$ cat src/rtl/gf_io_pkg.sv
// Shared helpers and types for the GF datapath output stage.
// Beat arithmetic lives here so the serializer and any future sibling agree on counter widths.
package gf_io_pkg;

    function automatic int beats(input int data_width, input int lanes);
        return data_width / lanes;
    endfunction

    // Counter is one bit wider than strictly needed so BEATS==1 still gets a legal 1-bit counter.
    function automatic int cnt_width(input int n_beats);
        return $clog2(n_beats) + 1;
    endfunction

    localparam int CNT_W = cnt_width(beats(32, 1));

    typedef enum logic {
        IDLE  = 1'b0,
        SHIFT = 1'b1
    } ser_state_t;

endpackage

$ cat src/rtl/ser_hold_buf.sv
// One-entry holding register that parks a word accepted while the shifter is busy.
// A write always wins over a read; the serializer never issues both in the same cycle.
module ser_hold_buf #(
    parameter int WIDTH = 32
) (
    input  logic             clk,
    input  logic             reset,
    input  logic             wr_en,
    input  logic             rd_en,
    input  logic [WIDTH-1:0] wr_data,
    output logic [WIDTH-1:0] rd_data,
    output logic             full
);

    always_ff @(posedge clk) begin
        if (reset) begin
            full    <= 1'b0;
            rd_data <= '0;
        end else if (wr_en) begin
            full    <= 1'b1;
            rd_data <= wr_data;
        end else if (rd_en) begin
            full    <= 1'b0;
        end
    end

endmodule

$ cat src/rtl/output_serializer.sv
// Parallel-to-serial output stage: DATA_WIDTH-bit words in over valid/ready, LANES bits per cycle out,
// with first/last beat markers and a one-word holding buffer for gapless back-to-back words.
module output_serializer
    import gf_io_pkg::*;
#(
    parameter int DATA_WIDTH = 32,
    parameter int LANES      = 1,
    parameter int MSB_FIRST  = 0
) (
    input  logic                  clk,
    input  logic                  reset,
    input  logic [DATA_WIDTH-1:0] in_data,
    input  logic                  in_valid,
    output logic                  in_ready,
    output logic [LANES-1:0]      out_serial,
    output logic                  out_valid,
    output logic                  out_first,
    output logic                  out_last,
    output logic                  busy
);

    localparam int BEATS = beats(DATA_WIDTH, LANES);
    localparam int CW    = cnt_width(BEATS);
    localparam logic [CW-1:0] LAST_CNT = CW'(BEATS - 1);

    if ((DATA_WIDTH % LANES) != 0) begin : g_bad_cfg
        $error("output_serializer: DATA_WIDTH must be a multiple of LANES");
    end

    ser_state_t            state, state_nxt;
    logic [CW-1:0]         cnt;
    logic [DATA_WIDTH-1:0] shreg;
    logic [DATA_WIDTH-1:0] hold_data;
    logic                  hold_full;
    logic                  accept, load_pt, load_en;
    logic [DATA_WIDTH-1:0] load_word, src, src_rest;
    logic [LANES-1:0]      beat_out;

    assign in_ready  = !hold_full;
    assign accept    = in_valid && in_ready;
    assign busy      = out_valid || hold_full;

    // A load point is any cycle where the shifter can take a fresh word on the coming edge.
    assign load_pt   = (state == IDLE) || (cnt == LAST_CNT);
    assign load_en   = load_pt && (hold_full || accept);
    assign load_word = hold_full ? hold_data : in_data;
    assign src       = load_pt ? load_word : shreg;

    ser_hold_buf #(.WIDTH(DATA_WIDTH)) u_hold (
        .clk     (clk),
        .reset   (reset),
        .wr_en   (accept && !load_pt),
        .rd_en   (load_pt && hold_full),
        .wr_data (in_data),
        .rd_data (hold_data),
        .full    (hold_full)
    );

    // The next beat is always taken from the edge of src that leaves first; the remainder shifts toward it.
    if (MSB_FIRST != 0) begin : g_msb
        assign beat_out = src[DATA_WIDTH-1 -: LANES];
        if (BEATS > 1) begin : g_sh
            assign src_rest = {src[DATA_WIDTH-LANES-1:0], {LANES{1'b0}}};
        end else begin : g_nosh
            assign src_rest = '0;
        end
    end else begin : g_lsb
        assign beat_out = src[LANES-1:0];
        if (BEATS > 1) begin : g_sh
            assign src_rest = {{LANES{1'b0}}, src[DATA_WIDTH-1:LANES]};
        end else begin : g_nosh
            assign src_rest = '0;
        end
    end

    always_ff @(posedge clk) begin
        if (reset) state <= IDLE;
        else       state <= state_nxt;
    end

    always_comb begin
        state_nxt = state;
        case (state)
            IDLE:    if (load_en) state_nxt = SHIFT;
            SHIFT:   if (load_pt && !load_en) state_nxt = IDLE;
            default: state_nxt = IDLE;
        endcase
    end

    always_ff @(posedge clk) begin
        if (reset) begin
            cnt        <= '0;
            shreg      <= '0;
            out_serial <= '0;
            out_valid  <= 1'b0;
            out_first  <= 1'b0;
            out_last   <= 1'b0;
        end else if (load_en) begin
            cnt        <= '0;
            shreg      <= src_rest;
            out_serial <= beat_out;
            out_valid  <= 1'b1;
            out_first  <= 1'b1;
            out_last   <= (BEATS == 1);
        end else if (load_pt) begin
            cnt        <= '0;
            out_serial <= '0;
            out_valid  <= 1'b0;
            out_first  <= 1'b0;
            out_last   <= 1'b0;
        end else begin
            cnt        <= cnt + 1'b1;
            shreg      <= src_rest;
            out_serial <= beat_out;
            out_first  <= 1'b0;
            out_last   <= ((cnt + 1'b1) == LAST_CNT);
        end
    end

endmodule

$ cat config.mk
export PLATFORM = sky130hd
export DESIGN_NAME = output_serializer
export DESIGN_NICKNAME = d
export VERILOG_FILES = /design/src/rtl/gf_io_pkg.sv /design/src/rtl/ser_hold_buf.sv /design/src/rtl/output_serializer.sv
export SDC_FILE = /design/constraint.sdc
export NUM_CORES = 1
export LEC_CHECK = 0
export CORE_AREA = 3 3 89 91
export DETAILED_ROUTE_END_ITERATION = 8
export DIE_AREA = 0 0 92 94
export PLACE_DENSITY_LB_ADDON = 0.2
export SETUP_SLACK_MARGIN = 0.3
export SKIP_LAST_GASP = 1
export SLEW_MARGIN = 0
export SYNTH_ARGS = -nofsm -noshare
export SYNTH_HDL_FRONTEND = slang
export SYNTH_SLANG_ARGS = --single-unit
$ cat constraint.sdc
create_clock -name clk -period 1.3 [get_ports clk]
set_input_delay 0.26 -clock clk [delete_from_list [all_inputs] [get_ports clk]]
set_output_delay 0.26 -clock clk [all_outputs]
set_load 0.02 [all_outputs]
After elaboration in Yosys (flattened, before gate mapping)
Index checks and enable logic that the tools add are counted.
- register bits after elaboration: 75
- bits in latches: 0
- RAM bits: 0
- memory bits (read-only): 0
- output and inout port bits: 6
- logic and storage cells: 41
- memories kept: 0
- add/subtract/negate cells: 1
- $mul: 0
- div/mod/pow operators: 0
- $lt $le $gt $ge: 0
- equal/unequal tests: 3
- shift operators: 0
- muxes and demuxes: 13
- bitwise gates (word level): 1
- reduce and logical (&&, ||, !) cells: 14
- operator list (cell ; number):
    32-bit 2-to-1 mux ; 2
    31-bit 2-to-1 mux ; 2
    6-bit by 5-bit equality test with 1-bit output (second input constant) ; 2
    1-bit 2-to-1 mux ; 8
    6-bit by 1-bit adder with 6-bit output (second input constant) ; 1
    1-bit logical AND ; 5
    2-bit nonzero test ; 2
    1-bit logical NOT ; 3
    1-bit logical OR ; 3
    3-bit OR reduction ; 1
    2-bit by 1-bit != test with 1-bit output (second input constant) ; 1
    1-bit one-hot mux with 2 select lines ; 1
    1-bit NOT ; 1

Depth between registers and ports, before layout
- word-level depth: 8
- gate-level depth with buffers: 7

Hierarchy
A second synthesis with hierarchy kept.
- cell total of the unflattened synthesis: 364
- area total of the unflattened synthesis: 3639.7 um^2
- by module, submodules not included (module ; times used ; cells an instance ; area an instance (um^2) ; sequential area each (um^2)):
    output_serializer ; 1 ; 256 ; 2434.8 ; 840.8
    ser_hold_buf ; 1 ; 108 ; 1204.9 ; 660.6

Worst setup path before layout
No wires, ideal clock.
- path type: reg-to-reg
- start: register cnt[0]
- end: register shreg[22]
- library setup time: 70 ps
- arrival: 1342 ps
- data required time: 1230 ps
- path slack: -112 ps
- stages on the path, launching flop included: 7
- buffers on the path: 1
- clock period less this slack: 1412 ps
- path through: dfxtp_1 > ha_1 > nand2b_1 > o21a_1 > clkbuf_1 > nand2_1 > a21oi_1
- cells in the longest elaborated chain, start to end: 5
- elaborated cells between the ends (all ways): 7
- classes of those cells: 2 x eq/ne; 3 x mux; 2 x reduce/logical
- ends and longest elaborated chain (item ; line ; text):
    from (decl) ; output_serializer.sv:31 ; logic [CW-1:0] cnt;
    from (signal assigned) ; output_serializer.sv:112 ; cnt <= cnt + 1'b1;
    6-bit by 5-bit equality test with 1-bit output * ; output_serializer.sv:44 ; assign load_pt = (state == IDLE) || (cnt == LAST_CNT);
    1-bit logical OR * ; output_serializer.sv:44 ;
    32-bit 2-to-1 mux ; output_serializer.sv:47 ; assign src = load_pt ? load_word : shreg;
    31-bit 2-to-1 mux ; output_serializer.sv:105 ; end else if (load_pt) begin
    31-bit 2-to-1 mux ; output_serializer.sv:98 ; end else if (load_en) begin
    to (signal assigned) ; output_serializer.sv:100 ; shreg <= src_rest;
    to (signal assigned) ; output_serializer.sv:113 ; shreg <= src_rest;
    to (decl) ; output_serializer.sv:32 ; logic [DATA_WIDTH-1:0] shreg;
Mark *: on every way between the ends. The rest lies on a longest branch, timed or not. The select of a mux whose other input is x is not followed.
A chain may end at the register's enable or synchronous reset.

Worst setup path in the final report
- start: register cnt[0]
- end: register out_valid
- cells in the longest elaborated chain, start to end: 4
- elaborated cells between the ends (all ways): 5
- classes of those cells: 1 x eq/ne; 1 x mux; 3 x reduce/logical
- ends and longest elaborated chain (item ; line ; text):
    6-bit by 5-bit equality test with 1-bit output * ; output_serializer.sv:44 ;
    1-bit logical OR * ; output_serializer.sv:44 ;
    1-bit logical AND ; output_serializer.sv:45 ; assign load_en = load_pt && (hold_full || accept);
    1-bit 2-to-1 mux or 2-bit nonzero test (tied branches) ; - ;
    to (signal assigned) ; output_serializer.sv:95 ; out_valid <= 1'b0;
    to (signal assigned) ; output_serializer.sv:102 ; out_valid <= 1'b1;
    to (signal assigned) ; output_serializer.sv:108 ; out_valid <= 1'b0;
    to (decl) ; output_serializer.sv:16 ; output logic out_valid,
Mark *: on every way between the ends. The rest lies on a longest branch, timed or not.

==> qor.yml <==
pwr:
  peakVddDrop_mv: 0.5877
  power.leakage_nw: 1.747
  power_density_mw_per_mm2: 1257
placement:
  place_congestion: 0.7262
  port_buffers: 40
  dp_worst_setup_slack_ns: -0.09000
  dp_hpwl_um: 4711
  place_area_mm2: 0.003880
  post-place-cells: 531
grt:
  grt_overflow: 0
  antenna_found_initial: 0
  grt_usage_pct: 19.39
  grt_pass1_wl_um: 13280
  grt_max_degree: 57
  grt_pass1_vias: 2778
setup_path:
  cp.arrival_ns: 1.58
  reg2reg_setup_slack_ns: -0.04
  worstReg2RegStart: "cnt[0]"
  worstPathMaxFanout: 8
  crit_family: "buffers and inverters"
  max_stage_delay_ns: 0.34
  required_ns: 1.54
  regToRegEndpoint: "out_valid"
  critPathKind: "flip-flop to flip-flop"
  path_buf_inv: 3
  crit_chain: "ha_4, nand2b_4, o21ai_4, buf_12, buf_8, buf_4, o21a_1"
  start_kind: "flip-flop"
  reg2reg_depth: 7
  worst_setup_path_end_kind: "flip-flop"
  cpMaxStageDelayCell: "dfxtp_2"
yosys:
  synth-seq-cells: 75
  ys_warn_count: 0
  synth-seq-area-share_pct: 46.37
  synth_ff_type: "dfxtp_1"
  synth_enable_flop_cells: 0
  synth-async-reset-ratio_pct: 0
  avgSynthCellArea_um2: 8.136
  synth_nets: 435
  ys_types: 29
  synth.cell_area_mm2: 0.003238
  syn_inst: 398
layout:
  diodes: 0
  drive_gt1_share_pct: 18.91
  regArea_mm2: 0.001514
  layout_common_cells: "nand2_1, dfxtp_1, a21oi_1, clkdlybuf4s50_1, mux2i_1"
  nFillCells: 666
  final_cells: 559
  nNetsFinal: 492
  postLayoutCellArea_mm2: 0.004407
  final_common_cell: "nand2_1"
  syn2layout_area_growth_pct: 36.09
  multi_input_area_mm2: 0.001680
timing:
  skew_ns: 0.01654
  setup_viol: 2
  max_clock_freq_ghz: 0.7452
  maxSlewViolCount: 0
  max_slew_margin_pct: 79.41
  finalHoldViolCount: 0
  tightestPinTransition_ns: 0.3089
  worst_slack_ns: -0.04201
  fin_crit_ns: 1.342
  period_share_pct: 103.2
  hold-worst-slack_ns: 0.3095
  grt_setup_unrepaired: "true"
drt:
  initialDrtViolationCount: 142
  first_pass_iters: 4
  vias_per_cell: 5.161
  final_antenna_net_count: 0
  route.final.wire_length_um: 8155
  wl_per_cell_um: 14.59
  num_vias: 2885
  drcViolationCount: 0
hold_path:
  hold-path-endpoint: "cnt[2]"
  worstHoldStart: "reset"
  hp-class: "primary input to flip-flop"
  min_path_cells: 3
outcome:
  violations: "negative setup slack"
  status: "finished with violations"
clock_tree:
  cts_tree: "built"
  worstSkewPairLatency_ns: 0.36
  root_buffer: "clkbuf_8"
  cts.clk_slew.worst_paths_ns: 0.07
  cts_made_buffers: 9
  clockBufferDepth: 2
  htree_levels: 3
  cts.sinks: 75
floorplan:
  initial_utilization_pct: 44.88
  ios: 41
  core-area_mm2: 0.007214
  design.die.area_mm2: 0.008648
  die_x_um: 92
  fp.dieH_um: 94
  num_rows: 31
job:
  maxCapViolCount: 0
[synthesized netlist by cell type (2+ instances only)]
library cell | instances | area share, %
o21a_1 | 3 | 0.70
buf_6 | 2 | 0.70
xor2_1 | 2 | 0.54
buf_2 | 11 | 1.7
mux2i_1 | 31 | 9.6
nor2_1 | 5 | 0.58
nand2_1 | 126 | 15
a21oi_1 | 66 | 10
nand2b_1 | 4 | 0.77
dfxtp_1 | 75 | 46
o211ai_1 | 30 | 7.0
nor3_1 | 9 | 1.4
ha_1 | 2 | 0.77
clkbuf_1 | 17 | 2.0
[flip-flops by register name, summed over array words and instances (netlist names), named ones only]
| name | cells |
|---|---|
| out_first | 1 |
| out_serial | 1 |
| cnt | 6 |
| out_last | 1 |
| u_hold.rd_data | 32 |
| out_valid | 1 |
| u_hold.full | 1 |
| shreg | 31 |
[per-stage QoR]
stage	util [%]	power [W]	setup TNS [ns]
6_report	61.08	0.005540	-0.06341
5_1_grt	61.08	0.005778	-3.296
4_1_cts	59.90	0.005533	-0.07392
3_5_place_dp	53.78	0.003286	-0.8102
3_3_place_gp	53.78	0.003271	-0.2990
2_1_floorplan	-	0.003016	0
[report_power, final]
part           switching (W)  internal, W  leakage [nW]
Combinational       0.000420     0.000443          1.02
Sequential         0.0000681      0.00243         0.617
Clock               0.000901      0.00128         0.113
Total                0.00139      0.00415          1.75
[worst reg2reg max path: cells and delay by family (launching register included)]
family,cells,cell delay [ns]
buffers and inverters,3,0.42
and+or+nand+nor,1,0.10
adders and majority gates,1,0.17
DFF,1,0.34
AOI/OAI and AO/OA,2,0.21
[routing by layer]
layer | up-vias | wire, µm | track usage [%]
met5 | - | 0 | 0
met2 | 46 | 3866 | 30.90
met4 | 0 | 112 | 8.911
li1 | 1476 | - | -
met1 | 1352 | 3858 | 25.35
met3 | 11 | 318 | 3.846
[worst max-delay path by stage]
stage                            from        end  slack, ns  depth (start not counted)
after floorplan                cnt[1]  shreg[13]       0.05                          7
after global placement    u_hold.full       busy      -0.08                          2
after detailed placement  u_hold.full       busy      -0.09                          2
after CTS                 u_hold.full       busy      -0.02                          2
after global routing           cnt[0]  shreg[16]      -0.09                          7
final                          cnt[0]  out_valid      -0.04                          7
[kinds of logic after synthesis]
group	after synthesis	synth area share (%)
simple gates	151	18.97
compound gates	103	18.66
flops	75	46.37
buf+inv	33	4.830
mux	31	9.583
xor+xnor	3	0.8116
fa+ha+maj	2	0.7727
[repair_timing]
item | CTS | global route
buffers inserted | 3 | 4
pin swaps | 13 | 6
endpoints found under the setup margin | 81 | 81
gates resized for setup | 70 | 9
hold buffers | 0 | 0
cloned | 4 | 1
[area by class of cell]
type | instances | area share, %
Clock inverter | 6 | 2.584
Timing Repair Buffer | 77 | 18.94
Inverter | 2 | 0.2839
Sequential cell | 75 | 34.36
Tap cell | 99 | 2.811
Clock buffer | 10 | 2.896
Multi-Input combinational cell | 290 | 38.13
Power figures use the tool's default switching activity.
==> variant 1: new RTL, config.mk and constraints unchanged <==
The parameter `DATA_WIDTH` goes from 32 to 16.
--- a/src/rtl/output_serializer.sv
+++ b/src/rtl/output_serializer.sv
@@ -3,7 +3,7 @@
 module output_serializer
     import gf_io_pkg::*;
 #(
-    parameter int DATA_WIDTH = 32,
+    parameter int DATA_WIDTH = 16,
     parameter int LANES      = 1,
     parameter int MSB_FIRST  = 0
 ) (
Interface: changed (resized in_data); port bits go from 41 to 25. No check against the original RTL was run, so the function may have changed too.
==> variant 1 against the unedited design <==
The flow still finishes with violations (negative setup slack). Core utilization fell by 21 points. Sequential cell count fell by 33. Synthesized area fell by 44%. Clock skew fell by 10 ps. Hold slack improved by 150 ps. Non-clock buffer count fell by 18. Power fell by 47%. Worst setup slack got worse by 330 ps. Sequential share of layout area fell by 4.9 points. Critical path depth rose by 1. Routed wire length fell by 38%. Critical path type unchanged. Cell area fell by 34%.
==> variant 1: results (changes against the unedited design) <==
status finished with violations; failing checks negative setup slack; DR iter-0 viols 71 (-50%); first-pass GRT wire length 8.169 mm (-38%); Placed Instances 343 (-35%); fraction of registers with async set/reset 0 (unchanged); clk slew on worst S/H paths 80 ps; Post-DRT Antenna Nets 0 (unchanged); endpoints failing setup 41 (+39); count of unique library cells instantiated by Yosys 29 (unchanged); largest net degree at the start of global routing 25 (-56%); synth cell count leaders 42 x dfxtp_1, 32 x nand2_1, 22 x nor3_1; synthesized net count 234 (-46%); sequential share of the synthesized area 0.4676 (+0.003962); Final Skew 6.421 ps (-10.11 ps); Synth area leaders dfxtp_1 47%, a2111oi_0 6.8%, nand2_1 6.7%; NumNets Final 281 (-43%); CP peak stage delay 340 ps (about the same); Syn. warnings 0 (unchanged); final wirelength 5.094 mm (-38%); initial antenna violation count 0 (unchanged); Layout Cells excl Fill 358 (-36%); FILL cells 726 (+9.0%); Design Area, Final 0.002887 mm² (-34%); cell count after synthesis 212 (-47%); DP Wirelength 3.337 mm (-29%); TritonCTS buffer count 5 (-4); top flop regs u_hold.rd_data: 16 flops, shreg: 15 flops, cnt: 5 flops; pre-CTS WS -354.5 ps (-264.5 ps); Tightest Pin Transition 419.4 ps (+110.6 ps); worst hold path class reg -> reg; gr usage total 0.1192 (-0.07470); vias in the first global route 1,679 (-40%); routability-driven placement congestion ratio 0.7136 (-1.7%); Fin Setup TNS -10,510 ps (-10,450 ps); CTS max path bufs 2 (unchanged); DP Area 0.002596 mm² (-33%); largest delay contributor family on the critical path simple AND/OR/NAND/NOR gates; clock root cell clkbuf_8; port bufs 24 (-40%); fin worst setup slack -371.5 ps (-329.5 ps); crit path max fanout 6 (-2); VDD IR-drop max 0.4000 mV (-32%); number of diodes 0 (unchanged); worst skew pair latency 290 ps (-70 ps); total leakage power 1.023 nW (-41%); share of cells above drive strength 1 0.3243 (+0.1352); vias per cell 4.698 (-9.0%); htree depth 2 (-1)
==> variant 1: power breakdown <==
group          internal [mW]  total (mW)  leakage [nW]  switching (mW)
Sequential              1.37        1.41         0.347          0.0439
Clock                  0.370       0.801        0.0383           0.431
Combinational          0.381       0.695         0.637           0.314
==> variant 1: routing by layer <==
metal	GRT usage	up-vias	wire length (µm)
li1	-	849	-
met1	0.1480	809	2471
met2	0.2044	20	2443
met3	0.02564	4	121
met4	0.04084	0	58
met5	0	-	0
==> variant 1: area by class of cell <==
| cell class | count | share of cell area |
|---|---|---|
| clock buffers | 7 | 0.02644 |
| repair buffers | 59 | 0.2371 |
| well taps | 99 | 0.04291 |
| inverters | 3 | 0.004768 |
| multi-input cells | 148 | 0.3945 |
| flip-flops and latches | 42 | 0.2943 |
==> variant 1: worst paths after layout <==
path                                          from                  to  slack [ps]  cells after the start
worst max-delay path                        cnt[0]            shreg[8]        -370                      8
worst min-delay path            u_hold.rd_data[13]  u_hold.rd_data[13]         450                      2
worst max register to register              cnt[0]            shreg[8]        -370                      8
worst min register to register  u_hold.rd_data[13]  u_hold.rd_data[13]         450                      2
==> variant 1: timing repair <==
item | CTS | global route
pin swaps | 1 | 10
setup buffers | 1 | 5
cloned | 0 | 2
gates resized for setup | 39 | 21
endpoints found under the setup margin | 48 | 48
==> variant 1: logic make-up (layout without fill, tap and decap cells) <==
group | Yosys count | count (layout) | synth area share
AO/OA/AOI/OAI | 34 | 34 | 0.1329
XOR/XNOR | 2 | 2 | 0.009744
adder cells (fa/ha/maj) | 3 | 3 | 0.02088
buffers and inverters | 22 | 69 | 0.06193
flip-flops | 42 | 42 | 0.4676
multiplexers | 1 | 1 | 0.005567
AND/OR/NAND/NOR | 108 | 108 | 0.3013
==> variant 2: new RTL, same flow settings <==
Made on the original files. Reset style: asynchronous (`reset`), changed in 3 clocked blocks.
--- a/src/rtl/ser_hold_buf.sv
+++ b/src/rtl/ser_hold_buf.sv
@@ -12,7 +12,7 @@
     output logic             full
 );
 
-    always_ff @(posedge clk) begin
+    always_ff @(posedge clk or posedge reset) begin
         if (reset) begin
             full    <= 1'b0;
             rd_data <= '0;
--- a/src/rtl/output_serializer.sv
+++ b/src/rtl/output_serializer.sv
@@ -73,7 +73,7 @@
         end
     end
 
-    always_ff @(posedge clk) begin
+    always_ff @(posedge clk or posedge reset) begin
         if (reset) state <= IDLE;
         else       state <= state_nxt;
     end
@@ -87,7 +87,7 @@
         endcase
     end
 
-    always_ff @(posedge clk) begin
+    always_ff @(posedge clk or posedge reset) begin
         if (reset) begin
             cnt        <= '0;
             shreg      <= '0;
Check against the original RTL: differs if reset is asserted again (counterexample within 4 cycles, from zero or initial values and one cycle with reset high); with reset held inactive, the same outputs for 10 cycles.
==> variant 2 against the unedited design <==
Worst setup slack worse by 320 ps. Synthesized cell count decreased by 19%. Sequential share of layout area up 2.7 points. Critical endpoint is now u_hold.rd_data[17]. Synthesized area rose by 9.6%. Critical path type unchanged. The flow still finishes with violations (negative setup slack). Sequential cell count unchanged. Power decreased by 7.8%. Routed wire length up 9.2%. Clock skew shrank 9.3 ps. Cell area up 15%.
==> variant 2: results (changes against the unedited design) <==
status finished with violations; failing checks negative setup slack; count of unique library cells instantiated by Yosys 27 (-6.9%); Synth area leaders dfrtp_1 53%, mux2_4 13%, mux2i_1 8.7%; largest class flip-flops and latches; met3 Track Usage GR 0.06090 (+0.02244); crit path to u_hold.rd_data[17]; fraction of area in registers 0.3708 (+0.02725); vias per cell 5.363 (+3.9%); layout sequential cell count 75 (unchanged); clock-cell share of area 0.03804 (-0.01675); Non-clk invs 4 (+2); largest net degree at the start of global routing 50 (-12%); clock buf count 9 (-1); FILL cells 518 (-22%); flop-to-flop setup slack -360 ps (-320 ps); R2R depth 6 (-1); vias in the first global route 2,730 (-1.7%); Layout Cells excl Fill 499 (-11%); sequential share of the synthesized area 0.5287 (+0.06505); P_int 3.796 mW (-8.5%); Post-CTS Setup Bufs 7 (+4); NumNets Final 432 (-12%); Crit. Startpoint cnt[1]; met1 Track Usage GR 0.2706 (+0.01713); met2 usage 0.3285 (+0.01946); synth cell count leaders 75 x dfrtp_1, 40 x nor2_1, 33 x nand2_1; Clk. pwr 1.81 mW (-17%); worst hold path class in -> async; fin worst setup slack -364.9 ps (-322.9 ps); P_seq 2.63 mW (+5%); clock network power share 0.355 (-0.038); total leakage power 2.261 nW (+29%); pre-CTS WS -348.6 ps (-258.6 ps); DP Wirelength 4.389 mm (-6.8%); DR iter-0 viols 87 (-39%); multi-input combinational area share 0.3570 (-0.02435); clock root cell clkbuf_8; multi-input gates 221 (-24%); Syn. warnings 0 (unchanged); met3 wire len 344 µm (+8.2%); Worst EP arrival 1900 ps (+320 ps); routability-driven placement congestion ratio 0.7236 (-0.36%); Avg Inst Size Synth 11.02 µm² (+35%); bufs w/o clock 84 (+9.1%); CTS resizes 107 (+53%); M1 wire length 3.889 mm (+0.80%); endpoints failing setup 69 (+67); WL met2 4.487 mm (+16%); Placed Instances 464 (-13%); gr usage total 0.2062 (+0.01229); Final Skew 7.210 ps (-9.325 ps); first-pass GRT wire length 13.74 mm (+3.5%); share of cells above drive strength 1 0.4075 (+0.2184); crit path max fanout 11 (+3); buffering overhead 0.2060 (+0.01665)
variant 2: kinds of logic (layout without fill, tap and decap cells):
logic type | Yosys count | count (layout) | share of synthesized area
AND/OR/NAND/NOR | 84 | 84 | 0.09764
flip-flops | 75 | 75 | 0.5287
AO/OA/AOI/OAI | 68 | 68 | 0.09870
multiplexers | 63 | 63 | 0.2207
buffers and inverters | 26 | 104 | 0.03736
XOR/XNOR | 4 | 4 | 0.009869
adder cells (fa/ha/maj) | 2 | 2 | 0.007049
variant 2: per-stage QoR:
step           area (µm²)  hold slack (ps)  TNS (ps)
2_1_floorplan        3636            408.1    -12710
3_3_place_gp         4227            461.7    -18230
3_5_place_dp         4227            463.6    -19700
4_1_cts              4822            187.1    -18170
5_1_grt              5065            202.5    -25490
6_report             5065            188.8    -21390
variant 2: worst max-delay path, stage by stage, from the launching register on:
cell and delay, ps:
dfrtp_1 420, ha_4 190, nand2b_4 70, o21a_2 140, and3_4 250, buf_12 170
mux2_4 310
